<file path="src/rtl/piso.sv">
// Parallel-in, serial-out shift register with framing status.
// A word is captured on load and shifted out one bit per clock; valid/last/busy qualify the stream.
module piso #(
  parameter int       WIDTH     = 4,
  parameter bit       MSB_FIRST = 1'b1,
  parameter logic     FILL_BIT  = 1'b0
) (
  input  logic             clk,
  input  logic             rst,
  input  logic             load,
  input  logic [WIDTH-1:0] din,
  output logic             dout,
  output logic             dout_valid,
  output logic             last,
  output logic             busy
);

  localparam int             CNT_W    = $clog2(WIDTH + 1);
  localparam logic [CNT_W-1:0] LOAD_CNT = CNT_W'(WIDTH);

  logic [WIDTH-1:0] r_sreg;
  logic [CNT_W-1:0] r_cnt;
  logic [WIDTH-1:0] w_shifted;
  logic [CNT_W-1:0] w_cnt_next;
  logic             w_out_bit;
  logic             w_active;

  // Vacated end takes FILL_BIT, so shifting while idle is harmless.
  generate
    if (MSB_FIRST) begin : g_msb
      assign w_shifted = {r_sreg[WIDTH-2:0], FILL_BIT};
      assign w_out_bit = r_sreg[WIDTH-1];
    end else begin : g_lsb
      assign w_shifted = {FILL_BIT, r_sreg[WIDTH-1:1]};
      assign w_out_bit = r_sreg[0];
    end
  endgenerate

  always_comb begin
    w_cnt_next = r_cnt;
    if (r_cnt != '0) begin
      w_cnt_next = r_cnt - 1'b1;
    end
  end

  // Load has priority and restarts any frame in progress.
  always_ff @(posedge clk or negedge rst) begin
    if (!rst) begin
      r_sreg <= '0;
      r_cnt  <= '0;
    end else if (load) begin
      r_sreg <= din;
      r_cnt  <= LOAD_CNT;
    end else begin
      r_sreg <= w_shifted;
      r_cnt  <= w_cnt_next;
    end
  end

  assign w_active   = (r_cnt != '0);
  assign dout       = w_out_bit;
  assign dout_valid = w_active;
  assign busy       = w_active;
  assign last       = (r_cnt == CNT_W'(1));

endmodule

</file>
<file path="config.mk">
export PLATFORM = sky130hd
export DESIGN_NAME = piso
export DESIGN_NICKNAME = d
export VERILOG_FILES = /design/src/rtl/piso.sv
export SDC_FILE = /design/constraint.sdc
export NUM_CORES = 1
export LEC_CHECK = 0
export BUFFER_PORTS_ARGS = -buffer_cell sky130_fd_sc_hd__buf_4
export CORE_AREA = 2 2 39 41
export CTS_BUF_LIST = sky130_fd_sc_hd__clkbuf_4
export DETAILED_ROUTE_END_ITERATION = 16
export DIE_AREA = 0 0 41 43
export GPL_ROUTABILITY_DRIVEN = 0
export MAX_ROUTING_LAYER = met4
export PLACE_DENSITY = 0.44
export REMOVE_ABC_BUFFERS = 1
export SYNTH_ARGS = -nofsm -noshare
export SYNTH_HDL_FRONTEND = slang
export SYNTH_SLANG_ARGS = --single-unit
</file>
<file path="constraint.sdc">
create_clock -name clk -period 1.8 [get_ports clk]
set_clock_uncertainty 0.15 [all_clocks]
set_input_delay 0.18 -clock clk [delete_from_list [all_inputs] [get_ports clk]]
set_output_delay 0.18 -clock clk [all_outputs]
set_load 0.005 [all_outputs]
</file>
Yosys cells after proc, flatten, opt, wreduce, memory -nomap -nowiden
Cells that the tools add are included.
- register bits after elaboration: 7
- bits in latches: 0
- memory bits (writable): 0
- bits in read-only memories: 0
- input bits: 7
- word-level logic and storage cells: 9
- memories kept: 0
- $add $sub $neg: 1
- multiply operators: 0
- divide/modulo/power cells: 0
- magnitude comparators: 0
- equality and inequality tests: 1
- shifts and indexed selects: 0
- multiplexer cells: 3
- bitwise operators: 0
- reduce and logical (&&, ||, !) cells: 2
- operators by type and width (cell ; count):
    two-way mux 3 bit ; 2
    two-way mux 4 bit ; 1
    equality test 3 x 1 -> 1 bit (second input constant) ; 1
    nonzero test 3 bit ; 1
    subtractor 3 x 1 -> 3 bit (second input constant) ; 1
    nonzero test 2 bit ; 1

Depth between registers and ports, before layout
- depth in word-level cells: 3
- gate-level depth with buffers: 4

Least setup slack after synthesis
Ideal clock, no wire load.
- path kind: register -> register
- from: register r_cnt[0]
- to: register r_cnt[0]
- setup time: 0.125 ns
- arrival: 1.032 ns
- data required time: 1.525 ns
- slack: 0.493 ns
- cell stages (with the launch flop): 5
- path through: dfrtp_1 inv_1 ha_1 nand2b_4 mux2_4
- elaborated cells on any way between the ends: 5
- classes of those cells: 1 x add/sub; 2 x mux; 2 x reduce/logical
- RTL lines (item ; line ; RTL):
    from (decl) ; 22 ; logic [CNT_W-1:0] r_cnt;
    from (signal assigned) ; 56 ; r_cnt <= w_cnt_next;
    nonzero test 3 bit ; n/a ;
    via busy ; 15 ; output logic busy
    nonzero test 2 bit (no line) ; n/a ;
The timed path passes the listed nets, and every way through them passes these cells. The select of a mux whose other input is x is not followed.
A chain may end at the register's enable or synchronous reset.

Final worst setup path
- from: register r_cnt[0]
- to: output port busy
- longest elaborated chain between the ends: 1
- RTL lines (item ; line ; RTL):
    nonzero test 3 bit ; 60 ; assign w_active = (r_cnt != '0);
    to (decl) ; 15 ;
Every way passes these cells.

==> impl_metrics.env <==
export IMPL_status="finished clean"
export IMPL_synthTopCellsByArea="dfrtp_1, ha_1, mux2_2, mux2_4, nand2b_4"
export IMPL_setup_viol=0
export IMPL_synthesis_instances=28
export IMPL_async_flop_share_pct=100
export IMPL_rsz0062_at_grt="no"
export IMPL_yosysSeqAreaShare_pct=49.6
export IMPL_n_antenna_cell=0
export IMPL_cts_sinks=7
export IMPL_slew_headroom_pct=86.6
export IMPL_pin_count=11
export IMPL_rows=14
export IMPL_antenna_found_initial=0
export IMPL_tns_ps=0
export IMPL_ff_latch_area_sq_um=175
export IMPL_synthTopCellsByCount="dfrtp_1, ha_1, mux2_2"
export IMPL_p_int_uw=410
export IMPL_drv_cap=0
export IMPL_grt_ovfl_total=0
export IMPL_cts_buffers=3
export IMPL_critical_path_slowest_cell="dfrtp_1"
export IMPL_tritoncts="done"
export IMPL_grt_usage_pct=8.12
export IMPL_synth_top_area_share_pct=49.6
export IMPL_p_seq_share_pct=37.7
export IMPL_grt_pass1_wl_microns=883
export IMPL_startpoint_type="flop"
export IMPL_worstPathMaxFanout=4
export IMPL_first_pass_iters=2
export IMPL_synth_edf_count=0
export IMPL_r2r_start="r_cnt[0]"
export IMPL_path_class="flop to primary output"
export IMPL_max_freq_ghz=0.655
export IMPL_grt_pass1_vias=228
export IMPL_syn_to_final_growth_pct=37.6
export IMPL_crit_required_ps=1470
export IMPL_peakVddDrop_v=0.000640
export IMPL_multi_input_area_sq_um=158
export IMPL_cpPeakStageDelay_ps=400
export IMPL_preCtsSetupSlack_ps=418
export IMPL_synth_seq_cells=7
export IMPL_hold_path_class="input pin to flop"
export IMPL_clockBufferDepth=2
export IMPL_drive_gt1_share_pct=45.2
export IMPL_power_leakage_nw=0.243
export IMPL_fin_hold_ws_ps=13.0
export IMPL_wire_per_inst_microns=9.14
export IMPL_placed_cells=52
export IMPL_ys_warnings_count=0
export IMPL_clk_pin_slew_ps=50
export IMPL_switching_share_pct=28.4
export IMPL_cts_hold_buffers=2
export IMPL_die_x_microns=41
export IMPL_min_delay_path_depth=2
export IMPL_r2r_slack_ps=420
export IMPL_yosysTopAreaCell="dfrtp_1"
export IMPL_yosysMostFrequentCell="dfrtp_1"
export IMPL_crit_start="r_cnt[0]"
export IMPL_min_period_ps=1530
export IMPL_antenna_left=0
export IMPL_drt_iter0_drc=3
export IMPL_viasPerCell=4.28
export IMPL_reg2regPathDepth=4
export IMPL_synth_area_per_cell_sq_um=12.6
export IMPL_wl_microns=530
export IMPL_n_fill_cell=150
export IMPL_power_frac_comb_pct=35.7
export IMPL_end_kind="primary output"
export IMPL_worstPathCellList="inv_1 > ha_1 > nand2b_4 > buf_4"
export IMPL_grt_max_degree=9
export IMPL_core_sq_mm=0.00138
export IMPL_worst_slack_ps=273
export IMPL_postCtsSetupBuffers=0
export IMPL_worst_pin_slew_ps=200
export IMPL_dp_hpwl_microns=427
export IMPL_cts_resized=0
export IMPL_io_buffers=10
export IMPL_initial_core_util_pct=25.5
export IMPL_finalHoldViolations=0
export IMPL_p_switching_uw=162
export IMPL_die_h_microns=43
export IMPL_period_share_pct=84.8
export IMPL_hold_path_startpoint="din[3]"
export IMPL_synthesis_area_sq_um=353
export IMPL_worstPathArrival_ps=1200
export IMPL_dr_total_vias=248
export IMPL_synth_top_flop_cell="dfrtp_1"
export IMPL_cts_root_buf="clkbuf_4"
export IMPL_finalPower_uw=572
export IMPL_nets=53
export IMPL_synth_cell_types=15
export IMPL_final_max_slew_viol_count=0
export IMPL_drc=0
export IMPL_p_per_area_mw_per_mm2=1180
export IMPL_layoutNonFillerInstCount=58
export IMPL_die_area_sq_mm=0.00176
export IMPL_clock_latency_ps=250
export IMPL_h_tree_depth=1
export IMPL_p_clk_share_pct=26.6
per-layer routing:
metal | GRT usage (%) | wire length (microns) | vias up
met5 | - | 0 | -
met4 | 4.00 | 0 | 0
met3 | 6.28 | 33 | 0
met2 | 11.3 | 255 | 7
met1 | 8.00 | 242 | 122
li1 | - | - | 119
metrics by stage:
step | cell area [sq um] | utilization (%)
2_1_floorplan | 340 | -
3_3_place_gp | 435 | 31.5
3_5_place_dp | 435 | 31.5
4_1_cts | 485 | 35.1
5_1_grt | 485 | 35.1
6_report | 485 | 35.1
final timing paths:
| path | end |
|---|---|
| max in group asynchronous | r_cnt[1] |
| max reg2reg | r_cnt[0] |
| max | busy |
| min reg2reg | r_sreg[3] |
| min | r_sreg[3] |
| min in group asynchronous | r_sreg[2] |
kinds of logic (layout without fill, tap and decap cells):
group	Yosys count	in the layout	synth area share, %
compound gates	2	2	4.61
flops	7	7	49.6
simple gates	8	8	15.6
buf+inv	4	18	5.67
fa+ha+maj	3	3	10.6
mux	4	4	13.8
state kept, by name (all words and copies together) (netlist names):
signal,count
r_sreg,4
r_cnt,3
critical path, delay by kind of cell, from the launching register on:
family                     cells  cell delay [ps]
DFF                            1              400
adders and majority gates      1              240
buffers and inverters          2              230
and+or+nand+nor                1               90
area by class of cell:
cell class	count	area share (%)
Sequential cell	7	36.1
Inverter	2	1.55
Timing Repair Buffer	12	19.6
Multi-Input combinational cell	17	32.5
Clock buffer	4	6.19
Tap cell	16	4.12
power groups by stage:
stage                     registers [mW]  clock network (mW)  logic (mW)
after global placement             0.216                   0       0.195
after detailed placement           0.219                   0       0.204
after global routing               0.222               0.171       0.225
after CTS                          0.217               0.161       0.208
final                              0.216               0.152       0.204
after floorplan                    0.212                   0       0.137
cell usage in the layout, fill, tap and decap left out, drive strengths merged:
master and count:
buf 10, nor2 2, dfrtp 7, nor2b 2, mux2 4, clkbuf 4
ha 3, dlygate4sd3 2, inv 2, and2b 1, nand2b 1, a211oi 1
a211o 1, and2 1, nor3b 1
(Power assumes the default switching activity.)
